File: src/rtl/stopwatch_ctrl_if.sv
// Button, live-digit and display signals exchanged between the board side and stopwatch_ctrl.
interface stopwatch_ctrl_if;
    logic       btn_run;
    logic       btn_lap;
    logic       btn_clear;
    logic [3:0] digit0, digit1, digit2, digit3;
    logic       run;
    logic       clear;
    logic [3:0] disp0, disp1, disp2, disp3;
    logic       lap_active;
    logic [1:0] state;

    modport master (
        output btn_run, btn_lap, btn_clear, digit0, digit1, digit2, digit3,
        input  run, clear, disp0, disp1, disp2, disp3, lap_active, state
    );
    modport slave (
        input  btn_run, btn_lap, btn_clear, digit0, digit1, digit2, digit3,
        output run, clear, disp0, disp1, disp2, disp3, lap_active, state
    );
endinterface

File: src/rtl/stopwatch_ctrl.sv
// Stopwatch button controller: per-button debounce into press events, start/pause/lap/clear
// FSM driving run/clear, and a live-or-latched display mux.
module stopwatch_debounce #(
    parameter int DEBOUNCE_CYCLES = 1000000,
    parameter int DB_WIDTH        = 20
) (
    input  logic clk,
    input  logic reset,
    input  logic btn_raw,
    output logic press
);
    localparam logic [DB_WIDTH-1:0] CNT_LAST = DB_WIDTH'(DEBOUNCE_CYCLES - 1);

    logic [1:0]          sync_q, sync_d;
    logic [DB_WIDTH-1:0] cnt_q, cnt_d;
    logic                stable_q, stable_d;
    logic                stable_prev_q, stable_prev_d;
    logic                press_q, press_d;

    always_comb begin
        sync_d        = {sync_q[0], btn_raw};
        stable_d      = stable_q;
        cnt_d         = '0;
        stable_prev_d = stable_q;
        // A level is accepted only after it has differed on DEBOUNCE_CYCLES consecutive cycles.
        if (sync_q[1] != stable_q) begin
            if (cnt_q == CNT_LAST) stable_d = sync_q[1];
            else                   cnt_d    = cnt_q + DB_WIDTH'(1);
        end
        press_d = stable_q & ~stable_prev_q;
    end

    always_ff @(posedge clk) begin
        if (reset) begin
            sync_q        <= '0;
            cnt_q         <= '0;
            stable_q      <= 1'b0;
            stable_prev_q <= 1'b0;
            press_q       <= 1'b0;
        end else begin
            sync_q        <= sync_d;
            cnt_q         <= cnt_d;
            stable_q      <= stable_d;
            stable_prev_q <= stable_prev_d;
            press_q       <= press_d;
        end
    end

    assign press = press_q;
endmodule

module stopwatch_ctrl #(
    parameter int DEBOUNCE_CYCLES = 1000000,
    parameter int DB_WIDTH        = 20
) (
    input logic             clk,
    input logic             reset,
    stopwatch_ctrl_if.slave sw
);
    localparam int NUM_BTN = 3;

    typedef enum logic [1:0] {
        IDLE    = 2'b00,
        RUNNING = 2'b01,
        LAP     = 2'b10,
        PAUSED  = 2'b11
    } state_e;

    logic [NUM_BTN-1:0] btn_raw, press;
    logic [3:0][3:0]    digits;
    logic               run_ev, lap_ev, clr_ev;

    state_e          state_q, state_d;
    logic            run_q, run_d;
    logic            clear_q, clear_d;
    logic            lap_active_q, lap_active_d;
    logic [3:0][3:0] latch_q, latch_d;
    logic [3:0][3:0] disp_q, disp_d;

    assign btn_raw = {sw.btn_clear, sw.btn_lap, sw.btn_run};
    assign digits  = {sw.digit3, sw.digit2, sw.digit1, sw.digit0};

    for (genvar g = 0; g < NUM_BTN; g++) begin : g_db
        stopwatch_debounce #(
            .DEBOUNCE_CYCLES(DEBOUNCE_CYCLES),
            .DB_WIDTH       (DB_WIDTH)
        ) u_db (
            .clk    (clk),
            .reset  (reset),
            .btn_raw(btn_raw[g]),
            .press  (press[g])
        );
    end

    // Same-cycle events resolve run > lap > clear; losers are dropped even if the winner is ignored.
    assign run_ev = press[0];
    assign lap_ev = press[1] & ~press[0];
    assign clr_ev = press[2] & ~press[1] & ~press[0];

    always_comb begin
        state_d = state_q;
        clear_d = 1'b0;
        latch_d = latch_q;
        case (state_q)
            IDLE: begin
                if (run_ev)      state_d = RUNNING;
                else if (clr_ev) clear_d = 1'b1;
            end
            RUNNING: begin
                if (run_ev) state_d = PAUSED;
                else if (lap_ev) begin
                    state_d = LAP;
                    latch_d = digits;
                end
            end
            LAP: begin
                if (run_ev)      state_d = PAUSED;
                else if (lap_ev) state_d = RUNNING;
            end
            PAUSED: begin
                if (run_ev) state_d = RUNNING;
                else if (clr_ev) begin
                    state_d = IDLE;
                    clear_d = 1'b1;
                end
            end
            default: state_d = IDLE;
        endcase
        run_d        = (state_d == RUNNING) || (state_d == LAP);
        lap_active_d = (state_d == LAP);
        disp_d       = lap_active_d ? latch_d : digits;
    end

    always_ff @(posedge clk) begin
        if (reset) begin
            state_q      <= IDLE;
            run_q        <= 1'b0;
            clear_q      <= 1'b0;
            lap_active_q <= 1'b0;
            latch_q      <= '0;
            disp_q       <= '0;
        end else begin
            state_q      <= state_d;
            run_q        <= run_d;
            clear_q      <= clear_d;
            lap_active_q <= lap_active_d;
            latch_q      <= latch_d;
            disp_q       <= disp_d;
        end
    end

    assign sw.run        = run_q;
    assign sw.clear      = clear_q;
    assign sw.lap_active = lap_active_q;
    assign sw.state      = state_q;
    assign sw.disp0      = disp_q[0];
    assign sw.disp1      = disp_q[1];
    assign sw.disp2      = disp_q[2];
    assign sw.disp3      = disp_q[3];
endmodule

File: src/flat_wrapper.sv
// flat-port wrapper written by rule: the top's interface ports become plain ports
module stopwatch_ctrl_flat 
#(
    parameter int DEBOUNCE_CYCLES = 1000000,
    parameter int DB_WIDTH        = 20
)
  (clk, reset, sw_btn_run, sw_btn_lap, sw_btn_clear, sw_digit0, sw_digit1, sw_digit2, sw_digit3, sw_run, sw_clear, sw_disp0, sw_disp1, sw_disp2, sw_disp3, sw_lap_active, sw_state);
  stopwatch_ctrl_if sw_i ();
  input logic clk;
  input logic reset;
  input wire logic [$bits(sw_i.btn_run)-1:0] sw_btn_run;
  input wire logic [$bits(sw_i.btn_lap)-1:0] sw_btn_lap;
  input wire logic [$bits(sw_i.btn_clear)-1:0] sw_btn_clear;
  input wire logic [$bits(sw_i.digit0)-1:0] sw_digit0;
  input wire logic [$bits(sw_i.digit1)-1:0] sw_digit1;
  input wire logic [$bits(sw_i.digit2)-1:0] sw_digit2;
  input wire logic [$bits(sw_i.digit3)-1:0] sw_digit3;
  output wire logic [$bits(sw_i.run)-1:0] sw_run;
  output wire logic [$bits(sw_i.clear)-1:0] sw_clear;
  output wire logic [$bits(sw_i.disp0)-1:0] sw_disp0;
  output wire logic [$bits(sw_i.disp1)-1:0] sw_disp1;
  output wire logic [$bits(sw_i.disp2)-1:0] sw_disp2;
  output wire logic [$bits(sw_i.disp3)-1:0] sw_disp3;
  output wire logic [$bits(sw_i.lap_active)-1:0] sw_lap_active;
  output wire logic [$bits(sw_i.state)-1:0] sw_state;
  assign sw_i.btn_run = sw_btn_run;
  assign sw_i.btn_lap = sw_btn_lap;
  assign sw_i.btn_clear = sw_btn_clear;
  assign sw_i.digit0 = sw_digit0;
  assign sw_i.digit1 = sw_digit1;
  assign sw_i.digit2 = sw_digit2;
  assign sw_i.digit3 = sw_digit3;
  assign sw_run = sw_i.run;
  assign sw_clear = sw_i.clear;
  assign sw_disp0 = sw_i.disp0;
  assign sw_disp1 = sw_i.disp1;
  assign sw_disp2 = sw_i.disp2;
  assign sw_disp3 = sw_i.disp3;
  assign sw_lap_active = sw_i.lap_active;
  assign sw_state = sw_i.state;
  stopwatch_ctrl #(.DEBOUNCE_CYCLES(DEBOUNCE_CYCLES), .DB_WIDTH(DB_WIDTH)) u_core (.clk(clk), .reset(reset), .sw(sw_i));
endmodule
File: config.mk
export PLATFORM = sky130hd
export DESIGN_NAME = stopwatch_ctrl_flat
export DESIGN_NICKNAME = d
export VERILOG_FILES = /design/src/rtl/stopwatch_ctrl_if.sv /design/src/rtl/stopwatch_ctrl.sv /design/src/flat_wrapper.sv
export SDC_FILE = /design/constraint.sdc
export NUM_CORES = 1
export LEC_CHECK = 0
export ABC_CLOCK_PERIOD_IN_PS = 4600
export BUFFER_PORTS_ARGS = -buffer_cell sky130_fd_sc_hd__buf_2
export CAP_MARGIN = 20
export CORE_UTILIZATION = 60
export CTS_BUF_LIST = sky130_fd_sc_hd__clkbuf_4
export DETAILED_ROUTE_END_ITERATION = 6
export HOLD_SLACK_MARGIN = 0.15
export PLACE_DENSITY = 0.8
export SLEW_MARGIN = 20
export SYNTH_ARGS = -nofsm -noshare
export SYNTH_HDL_FRONTEND = slang
export SYNTH_SLANG_ARGS = --single-unit
File: constraint.sdc
create_clock -name clk -period 4.6 [get_ports clk]
set_input_delay 0.23 -clock clk [delete_from_list [all_inputs] [get_ports clk]]
set_output_delay 0.23 -clock clk [all_outputs]
set_load 0.05 [all_outputs]
Word-level counts from Yosys, hierarchy flattened:

Cells that the tools add are included.

* $add $sub $neg: 3
* equal/unequal tests: 11
* multiplexer cells: 13
* bitwise gates (word level): 15
* reductions and logical operators: 10

Operator list (number)
* 16-bit two-way mux: 4
* 20-bit by 1-bit adder with 20-bit output, second input constant: 3
* 20-bit equality test, second input constant: 3
* 2-bit two-way mux: 7
* 3-bit OR reduction: 4
* 1-bit NOT: 9
* 2-bit one-hot mux with 4 select lines: 1
* 1-bit bitwise AND: 6
* 2-bit equality test, second input constant: 3
* 2-bit AND reduction: 3
* 2-bit by 1-bit equality test with 1-bit output, second input constant: 2
* 1-bit != test: 3
* 2-bit zero test: 1
* 2-bit OR reduction: 1
* 1-bit logical OR: 1
* 1-bit two-way mux: 1

* register bits after elaboration: 112
* bits of input ports: 21
* word-level logic and storage cells: 79

Longest topological paths before layout:

Gate-level depths: netlist of run 1.

* word-level depth: 8
* gate-level depth with buffers: 9
* gate-level depth less buffers: 6

Hierarchy:

A second synthesis of run 1 with hierarchy kept.

* cells, all modules: 541
* area, all modules: 4830.9 um^2

By module, submodules not included
* stopwatch_debounce: times used 3, cells each 123, area an instance 1082.3 um^2, sequential area each 500.5 um^2
* stopwatch_ctrl: times used 1, cells each 172, area an instance 1584.0 um^2, sequential area each 740.7 um^2

Worst setup path after synthesis of run 1:

Ideal clock, no wire load.

* kind: reg-to-reg
* start: reg u_core.state_q[1] (netlist: u_core.sw.state[1])
* end: reg u_core.disp_q (netlist bit u_core.sw.disp0[2])
* library setup time: 0.118 ns
* arrival: 2.013 ns
* data required time: 4.482 ns
* path slack: 2.469 ns
* stages on the path, launching flop included: 9
* buffers on the path: 2
* clock period less this slack: 2.131 ns
* path through: dfxtp_1 > inv_1 > ha_1 > a211oi_1 > o32ai_2 > and3_1 > buf_6 > buf_12 > mux2i_1

* word-level cells in the longest chain between the ends: 5

Ends and longest elaborated chain
* start: declaration: RTL line stopwatch_ctrl.sv:73 `state_e state_q, state_d;`
* start signal: assignment: RTL line stopwatch_ctrl.sv:143 `state_q <= state_d;`
* 2-bit two-way mux, on equally long branches: RTL line stopwatch_ctrl.sv:122, stopwatch_ctrl.sv:111, stopwatch_ctrl.sv:118
* 2-bit two-way mux, on equally long branches: RTL line stopwatch_ctrl.sv:121, stopwatch_ctrl.sv:110, stopwatch_ctrl.sv:117
* 2-bit one-hot mux with 4 select lines (*): RTL line stopwatch_ctrl.sv:104 `case (state_q)`
* net u_core.state_d[1]: RTL line stopwatch_ctrl.sv:73
* 2-bit equality test (*): RTL line stopwatch_ctrl.sv:130 `lap_active_d = (state_d == LAP);`
* 16-bit two-way mux (*): RTL line stopwatch_ctrl.sv:131 `disp_d = lap_active_d ? latch_d : digits;`
* end signal: assignment: RTL line stopwatch_ctrl.sv:148 `disp_q <= disp_d;`
* end: declaration: RTL line stopwatch_ctrl.sv:78 `logic [3:0][3:0] disp_q, disp_d;`

The timed path passes the listed nets; every way through them passes the cells marked *.
A chain may end at the register's enable or synchronous reset.

Worst setup path after layout of run 1:

* start: reg u_core.state_q[1] (netlist: u_core.sw.state[1])
* end: reg u_core.disp_q (netlist bit u_core.sw.disp2[2])

* word-level cells in the longest chain between the ends: 5

Ends and longest elaborated chain (RTL line)
* 2-bit two-way mux, on equally long branches: stopwatch_ctrl.sv:122, stopwatch_ctrl.sv:111, stopwatch_ctrl.sv:118
* 2-bit two-way mux, on equally long branches: stopwatch_ctrl.sv:121, stopwatch_ctrl.sv:110, stopwatch_ctrl.sv:117
* 2-bit one-hot mux with 4 select lines: stopwatch_ctrl.sv:104
* 2-bit equality test: stopwatch_ctrl.sv:130
* 16-bit two-way mux (*): stopwatch_ctrl.sv:131

Every way passes the cells marked *; elsewhere a longest branch is shown, timed or not.

==> results.ini, run 1 <==
[run_status]
status = completed

[worst_setup_path]
max_stage_delay_ns = 0.88
crit_slowest_cell = and3_1
startpoint_type = register
cp_data_required_time_ns = 5.00
endpoint_kind = register
crit_path_cell_trace = inv_1, ha_1, inv_1, or2_1, and3_1, mux2i_1
rrSetupSlack_ns = 2.00
arrival_ns = 3.00
crit_top_cell = inv_1
critPathKind = register to register
cp_max_fo = 17

[timing]
fin_tns_setup_ns = 0
hold_viol = 0
slew_viol_final = 0
rsz0062_at_grt = false
period_minus_slack_ns = 2.595
setup_ws_ns = 2.005
relSlewSlack = 0.3695
fin_worst_skew_ns = 0.02174
clock.fmax_ghz = 0.3854
fin_crit_sh = 0.5641
setup_violations = 0
tightest_slew_ns = 0.9458

[clock_tree]
root_buffer = clkbuf_4
cts_setup_buffers = 0
cts_tree = done
cts_buffer_depth = 2
clk_pin_slew_ns = 0.18
numCtsBuffers = 9
cts_resized = 0
htree_num_levels = 3
clkSinkCount = 112
clk_latency_ns = 0.46
hold_buffers = 19

[finish]
area_growth_pct = 11.24
mostFrequentLayoutCells = dfxtp_1 (112), nor2_1 (76), nand2_1 (54)
diodes = 0
nets = 595
layout_commonest_cell = dfxtp_1
layout-drive-gt1-share = 0.1138

[power_and_ir_drop]
power.density_nw_per_um2 = 293.9
power.switching_mw = 0.3792
ir_drop_mv = 0.2538
p_leak_nw = 1.776
power.share.switching = 0.2480
clockPowerShare = 0.301
intPower_mw = 1.150
combPwrFrac = 0.055
pwr-share-seq = 0.645

[logic_synthesis]
synth_area_um2 = 4677
yosysSeqAreaShare = 0.4794
syn_nets = 542
ys_seq_elements = 112
yosys_warnings = 0
synthCells = 513
synth_area_per_cell_um2 = 9.117
synth_cell_types = 37

[floorplanning]
core_um2 = 7408
die_y_um = 90.29
floorplan.die_area_um2 = 8152
start_util = 0.6313
rows = 31
die_w_um = 90.29
ios = 42

[global_route]
grt.overflow.total = 0
antenna_found_initial = 0
grt_pass1_wl_um = 14340
groute.usage.overall = 0.2139
grt_start_max_net_pins = 69
grt_pass1_vias = 3328

[placement]
port_buffers = 41
hpwl_um = 5395
dp_slack_ns = 2.089
place_congestion = 0.8208

[drt]
drt_iter0_drc = 108
vias = 3462
drc_errors = 0
wl_um = 8105
final_antenna_net_count = 0
wire_per_inst_um = 12.10
drtPass1Iterations = 4
viasPerCell = 5.167

[hold_path]
hold_path.class = primary input to register

[job]
maxCapViolCount = 0

[final cells by class]
class | instances | area (µm²)
Multi-Input combinational cell | 368 | 2253
Sequential cell | 112 | 2242
Fill cell | 574 | 2206
Timing Repair Buffer | 60 | 395.4
Tap cell | 99 | 123.9
Clock buffer | 11 | 82.58
Inverter | 15 | 56.30
Clock inverter | 5 | 48.80
[registers in the layout, summed over array words and instances, names as in the netlist, 4 cells and up]
| name | count |
|---|---|
| u_core.g_db.u_db.cnt_q | 60 |
| u_core.g_db.u_db.sync_q | 6 |
| u_core.latch_q | 16 |
| u_core.sw.disp0 | 4 |
| u_core.sw.disp1 | 4 |
| u_core.sw.disp2 | 4 |
| u_core.sw.disp3 | 4 |
[critical path: cells and delay by family (launching register included)]
family / cells / cell delay (ns)
muxes: 1 / 0.29
adders and majority gates: 1 / 0.23
DFF: 1 / 0.43
buffers and inverters: 2 / 0.20
and+or+nand+nor: 2 / 1.37
[cell usage after synthesis]
cell type    n  area (µm²)
dfxtp_1    112        2242
nor2_1      77       289.0
nand2_1     54       202.7
nand2b_1    36       225.2
xnor2_1     32       280.3
xor2_1      24       210.2
nand3_1     22       110.1
mux2i_1     19       190.2
a21oi_1     18       90.09
inv_1       15       56.30
nor2b_1     15       93.84
nand4_1     10       62.56
nor3_1      10       50.05
clkbuf_1     9       33.78
nor4_1       9       56.30
ha_1         8       100.1
and3_1       7       43.79
buf_6        5       56.30
and4_1       4       35.03
nor4_2       3       37.54
a211oi_1     2       15.01
buf_2        2       10.01
nand3b_1     2       15.01
nor3b_1      2       15.01
nor4b_1      2       17.52
or2_1        2       12.51
or3_1        2       12.51
a22o_2       1       10.01
and2_2       1       7.510
buf_12       1       20.02
buf_4        1       7.510
nand4_4      1       21.27
nor4bb_1     1       10.01
o21ai_0      1       5.000
o21bai_1     1       7.510
o32ai_2      1       16.27
or3b_1       1       8.760
[through the flow]
step / utilization / power (mW) / instances / area, µm² / hold WS (ns)
after floorplan: - / 1.057 / 513 / 4677 / 0.3582
after global placement: 0.6585 / 1.076 / 635 / 4878 / 0.3719
after detailed placement: 0.6585 / 1.077 / 635 / 4878 / 0.3784
after CTS: 0.7019 / 1.546 / 670 / 5200 / 0.3627
after global routing: 0.7022 / 1.586 / 670 / 5202 / 0.4057
final: 0.7022 / 1.529 / 670 / 5202 / 0.3894
[path summary, 6_finish.rpt]
kind                                                   startpoint                                end  cells after the start
worst max-delay path                           u_core.sw.state[1]                 u_core.sw.disp2[2]                      6
worst min-delay path                                        reset  u_core.g_db[0].u_db.stable_prev_d                      2
worst max register to register                 u_core.sw.state[1]                 u_core.sw.disp2[2]                      6
worst min register to register  u_core.g_db[2].u_db.stable_prev_q          u_core.g_db[2].u_db.press                      1
[power by group through the flow]
stage | logic (mW) | clock network [mW] | registers, mW
after floorplan | 0.0248 | 0 | 1.03
after global placement | 0.0699 | 0 | 1.01
after detailed placement | 0.0712 | 0 | 1.01
after CTS | 0.0835 | 0.477 | 0.986
after global routing | 0.0901 | 0.509 | 0.987
final | 0.0837 | 0.460 | 0.986
[cells by family after synthesis]
| family | after synthesis | synth area share |
|---|---|---|
| buffers and inverters | 33 | 0.03932 |
| muxes | 19 | 0.04066 |
| AOI/OAI and AO/OA | 24 | 0.03077 |
| and+or+nand+nor | 261 | 0.2836 |
| DFF | 112 | 0.4794 |
| adders and majority gates | 8 | 0.02140 |
| xor gates and xnor gates | 56 | 0.1049 |
[per-layer routing]
layer,part of all wire,vias up,global-route usage
met4,0.0085,0,0.06048
met1,0.45,1625,0.2461
met2,0.51,36,0.3880
met3,0.029,8,0.05724
li1,-,1793,-
met5,0,-,0
(Power assumes the default switching activity.)
==> inputs of run 2 (changes only) <==
- ABC_AREA: default -> 1
- ABC_CLOCK_PERIOD_IN_PS: 4600 -> 2620
- clock period: 4.6 -> 2.62 ns (I/O delays scaled with it)
==> results.ini, run 2 <==
[run_status]
status = completed

[clock_tree]
numCtsBuffers = 9
htree_num_levels = 3
cts_resized = 0
cts_setup_buffers = 0
root_buffer = clkbuf_4
cts_tree = done
cts_buffer_depth = 2
clkSinkCount = 112
clk_latency_ns = 0.47
clk_pin_slew_ns = 0.18

[logic_synthesis]
synth-xor-area-share = 0.01511
yosys_warnings = 0
synth_edf_count = 0
synthAdderAreaFrac = 0.01919
ys_seq_elements = 112
ys_top_cells_by_area = dfxtp_1 (43%), nand2_1 (12%), nor2_1 (8.9%), inv_1 (7.0%), a21oi_1 (4.1%)
synth_top_area_frac = 0.4298
synth_largest_area_cell = dfxtp_1
synthCells = 748
syn_nets = 777
synth_area_per_cell_um2 = 6.974
synth_top_family_by_area = simple AND/OR/NAND/NOR gates
synthArstFlopShare = 0
yosys-top-cells-count = nand2_1 (161), nor2_1 (123), dfxtp_1 (112), inv_1 (97), a21oi_1 (43)
synthMuxAreaShare = 0
synth-compound-area-share = 0.07412
synth-simple-area-share = 0.3646
synth_ff_type = dfxtp_1
yosysSeqAreaShare = 0.4298
yosysMostFrequentCell = nand2_1
synth_area_um2 = 5216
synth_cell_types = 34

[placement]
hpwl_um = 7635
place_congestion = 0.9525
port_buffers = 41

[global_route]
grt_start_max_net_pins = 36
grt_pass1_vias = 4405
grt.overflow.total = 0
antenna_found_initial = 0
groute.usage.overall = 0.2561
grt_pass1_wl_um = 18500

[floorplanning]
start_util = 0.6285
core_um2 = 8299
die_y_um = 95.24
ios = 42
floorplan.die_area_um2 = 9071
rows = 33
die_w_um = 95.24

[finish]
nets = 836
largest_register_ffs = 60
mostFrequentLayoutCells = nand2_1 (161), nor2_1 (123), dfxtp_1 (112)
reg.largest.list = u_core.g_db.u_db.cnt_q (60), u_core.latch_q (16), u_core.g_db.u_db.sync_q (6)
layout_commonest_cell = nand2_1
utilization = 0.6994
nFillCells = 698
layout-drive-gt1-share = 0.1344
diodes = 0
area_growth_pct = 11.27
largest_register = u_core.g_db.u_db.cnt_q
multi_input_area_um2 = 2467
seq_area_um2 = 2242

[timing]
fin_worst_skew_ns = 0.02699
rsz0062_at_grt = false
fin_crit_sh = 0.7585
tightest_slew_ns = 0.6513
period_minus_slack_ns = 1.987
hold_viol = 0
relSlewSlack = 0.5653
setup_violations = 0
clock.fmax_ghz = 0.5032
fin_tns_setup_ns = 0
slew_viol_final = 0

[worst_setup_path]
critPathKind = register to register
rr_startpoint = u_core.sw.state[1]
crit_path_cell_trace = inv_1, ha_1, nand3_1, inv_1, buf_4, nand2_1, o21ai_0, nand4_1, nand2_1, nor2_1
path_buf_inv = 3
max_stage_delay_ns = 0.38
endpoint_kind = register
startpoint_type = register
critical_path.top_delay_family = buffers and inverters
cp_max_fo = 22
cp_data_required_time_ns = 2.98
cp-startpoint = u_core.sw.state[1]
crit_slowest_cell = dfxtp_1
arrival_ns = 2.35

[power_and_ir_drop]
ir_drop_mv = 0.3709
power.density_nw_per_um2 = 462.5
combPwrFrac = 0.063
power.switching_mw = 0.6939
p_leak_nw = 2.295
intPower_mw = 1.990
pwr-share-seq = 0.645
clockPowerShare = 0.292
power.share.switching = 0.2585

[drt]
wl_um = 11010
drc_errors = 0
final_antenna_net_count = 0
viasPerCell = 5.248
drt_iter0_drc = 227
wire_per_inst_um = 12.02
vias = 4807
drtPass1Iterations = 5

[hold_path]
min_from = sw_btn_run
hold_path.class = primary input to register

[job]
maxCapViolCount = 0

run 2: changes by cell type in the layout (fill, tap and decap cells not counted), moves of 25 or more:
cell,change
o21ai_0,+30
nand2_1,+107
a21oi_1,+25
inv_1,+82
nand2b_1,-36
xnor2_1,-29
nor2_1,+47
run 2: cell families (layout without fill, tap and decap cells):
kind of cell,count (synthesis),count (layout)
fa+ha+maj,8,8
compound gates,76,76
simple gates,419,419
xor+xnor,9,9
flops,112,112
buf+inv,124,187
run 2: cell type report:
class / instances / share of cell area
Multi-Input combinational cell: 512 / 0.4251
Clock inverter: 6 / 0.009054
Inverter: 106 / 0.06855
Timing Repair Buffer: 66 / 0.07674
Tap cell: 105 / 0.02263
Clock buffer: 9 / 0.01164
Sequential cell: 112 / 0.3863
run 2: final timing paths:
kind                                    to  slack (ns)  cells past startpoint
max reg2reg             u_core.sw.disp3[3]        0.63                     10
min          u_core.g_db[0].u_db.sync_q[0]        0.40                      4
max                     u_core.sw.disp3[3]        0.63                     10
min reg2reg      u_core.g_db[0].u_db.press        0.41                      1
run 2: routing by layer:
metal  wire [µm]  vias to the layer above  track usage  share of wire
li1            -                     2485            -              -
met1        4852                     2187       0.3045           0.44
met2        5463                      111       0.4536           0.50
met3         476                       24      0.05821          0.043
met4         221                        0      0.08207          0.020
met5           0                        -            0              0
run 2: metrics by stage:
stage	worst slack (ns)	cells	power [mW]	hold WS, ns	cell area, µm²
4_1_cts	0.6503	916	2.712	0.3764	5804
5_1_grt	0.3739	916	2.781	0.3741	5804
3_3_place_gp	0.7802	880	1.906	0.3313	5474
2_1_floorplan	0.5979	748	1.873	0.2380	5216
3_5_place_dp	0.6883	880	1.910	0.3426	5474
6_report	0.6327	916	2.684	0.3989	5804
run 2: tightest hold or removal path, cell delays in order:
cell           delay [ns]
dlygate4sd3_1        0.53
buf_2                0.12
inv_1                0.04
nor2_1               0.03
run 2: power groups by stage:
stage | logic, mW | registers, mW | clock network, mW
2_1_floorplan | 0.0599 | 1.81 | 0
3_3_place_gp | 0.141 | 1.77 | 0
3_5_place_dp | 0.143 | 1.77 | 0
4_1_cts | 0.167 | 1.73 | 0.814
5_1_grt | 0.185 | 1.73 | 0.862
6_report | 0.169 | 1.73 | 0.785
run 2: repair_timing:
action	in CTS	in global routing
endpoints found under the hold margin	38	0
endpoints found under the setup margin	0	0
hold buffers	21	0
==> inputs of run 3 (changes only) <==
- ABC_CLOCK_PERIOD_IN_PS: 2620 -> 1800
- CORE_UTILIZATION: 60 -> 56
- PLACE_DENSITY: 0.8 -> 0.78
- clock period: 2.62 -> 1.8 ns (I/O delays scaled with it)
==> results.ini, run 3 (synthesis results as in run 2) <==
[floorplanning]
floorplan.die_area_um2 = 9704
die_w_um = 98.51
ios = 42
core_um2 = 8848
rows = 34
start_util = 0.5895
die_y_um = 98.51

[finish]
area_growth_pct = 15.76
layout_commonest_cell = nand2_1
final_cell_area_um2 = 6038
layout-drive-gt1-share = 0.1590
largest_register = u_core.g_db.u_db.cnt_q
largest_register_ffs = 60
reg.largest.list = u_core.g_db.u_db.cnt_q (60), u_core.latch_q (16), u_core.g_db.u_db.sync_q (6)
mostFrequentLayoutCells = nand2_1 (161), nor2_1 (123), dfxtp_1 (109)
nets = 854
diodes = 0

[clock_tree]
clk_pin_slew_ns = 0.18
clk_latency_ns = 0.46
clkSinkCount = 112
cts_buffer_depth = 2
cts_tree = done
htree_num_levels = 3
numCtsBuffers = 9
root_buffer = clkbuf_4

[power_and_ir_drop]
power.switching_mw = 1.054
combPwrFrac = 0.065
power.density_nw_per_um2 = 659.4
ir_drop_mv = 0.5306
power.share.switching = 0.2648
clockPowerShare = 0.302
p_leak_nw = 2.385
intPower_mw = 2.928
pwr-share-seq = 0.632

[timing]
setup_violations = 0
period_minus_slack_ns = 1.699
setup_ws_ns = 0.1011
relSlewSlack = 0.7550
fin_worst_skew_ns = 0.02107
hold_viol = 0
fin_crit_sh = 0.9438
clock.fmax_ghz = 0.5886
tightest_slew_ns = 0.3647
slew_viol_final = 0

[placement]
place_congestion = 0.9070
dp_slack_ns = 0.09465
hpwl_um = 7732
place_area_um2 = 5588
port_buffers = 41

[global_route]
groute.usage.overall = 0.2383
grt.overflow.total = 0
grt_start_max_net_pins = 33
antenna_found_initial = 0
grt_pass1_wl_um = 19120
grt_pass1_vias = 4551

[worst_setup_path]
critical_path.top_delay_family = flip-flops
max_stage_delay_ns = 0.40
endpoint_kind = register
critPathKind = register to register
cp_data_required_time_ns = 2.19
path_buf_inv = 3
crit_slowest_cell = dfxtp_4
arrival_ns = 2.09
cp_max_fo = 32
startpoint_type = register
crit_path_cell_trace = inv_1, ha_1, nand3_1, inv_1, buf_12, o21ai_0, nand4_1, nand2_1, nor2_1
crit_top_cell = inv_1

[drt]
drtPass1Iterations = 4
final_antenna_net_count = 0
wire_per_inst_um = 11.69
wl_um = 10970
drc_errors = 0
viasPerCell = 5.160
drt_iter0_drc = 166
vias = 4840

[run_status]
status = completed

[job]
maxCapViolCount = 0

[hold_path]
hold_path.class = register to register

[run 3: changes by cell type in the layout (fill, tap and decap cells not counted), sizes merged]
cell,previous run,this run
clkinvlp,0,1
dlygate4sd3,21,23
buf,45,61
[run 3: power groups by stage]
stage | clock [mW] | sequential [mW] | combinational [mW]
4_1_cts | 1.24 | 2.52 | 0.256
6_report | 1.20 | 2.52 | 0.261
5_1_grt | 1.34 | 2.52 | 0.283
2_1_floorplan | 0 | 2.64 | 0.0872
3_5_place_dp | 0 | 2.57 | 0.218
3_3_place_gp | 0 | 2.57 | 0.216
[run 3: metrics by stage]
step | hold slack (ns) | cells | util | TNS, ns | power [mW]
2_1_floorplan | 0.1970 | 748 | - | 0 | 2.725
3_3_place_gp | 0.2910 | 892 | 0.6315 | 0 | 2.783
3_5_place_dp | 0.3016 | 892 | 0.6315 | 0 | 2.786
4_1_cts | 0.4021 | 931 | 0.6731 | 0 | 4.015
5_1_grt | 0.4037 | 938 | 0.6824 | -0.1371 | 4.143
6_report | 0.3968 | 938 | 0.6824 | 0 | 3.982
[run 3: final timing paths]
check                                                  startpoint                         to  slack [ns]  cells after the start
worst max-delay path                           u_core.sw.state[1]         u_core.sw.disp0[3]        0.10                      9
worst min-delay path            u_core.g_db[0].u_db.stable_prev_q  u_core.g_db[0].u_db.press        0.40                      1
worst max register to register                 u_core.sw.state[1]         u_core.sw.disp0[3]        0.10                      9
worst min register to register  u_core.g_db[0].u_db.stable_prev_q  u_core.g_db[0].u_db.press        0.40                      1
[run 3: cell type report]
cell class / count / area, µm²
Clock buffer: 9 / 67.56
Clock inverter: 7 / 70.07
Fill cell: 775 / 2810
Inverter: 106 / 397.9
Multi-Input combinational cell: 512 / 2496
Sequential cell: 112 / 2248
Tap cell: 108 / 135.1
Timing Repair Buffer: 84 / 623.1
[run 3: repair_timing]
item	in CTS	in global routing
hold endpoints to repair	45	0
setup buffers	0	7
setup endpoints to repair	0	71
gates resized for setup	0	7
hold buffers	23	0
[run 3: metal layers]
metal / global-route usage / part of all wire / up-vias
met5: 0 / 0 / -
met4: 0.08266 / 0.016 / 0
met3: 0.04468 / 0.033 / 18
met2: 0.4328 / 0.50 / 86
met1: 0.2813 / 0.45 / 2214
li1: - / - / 2522
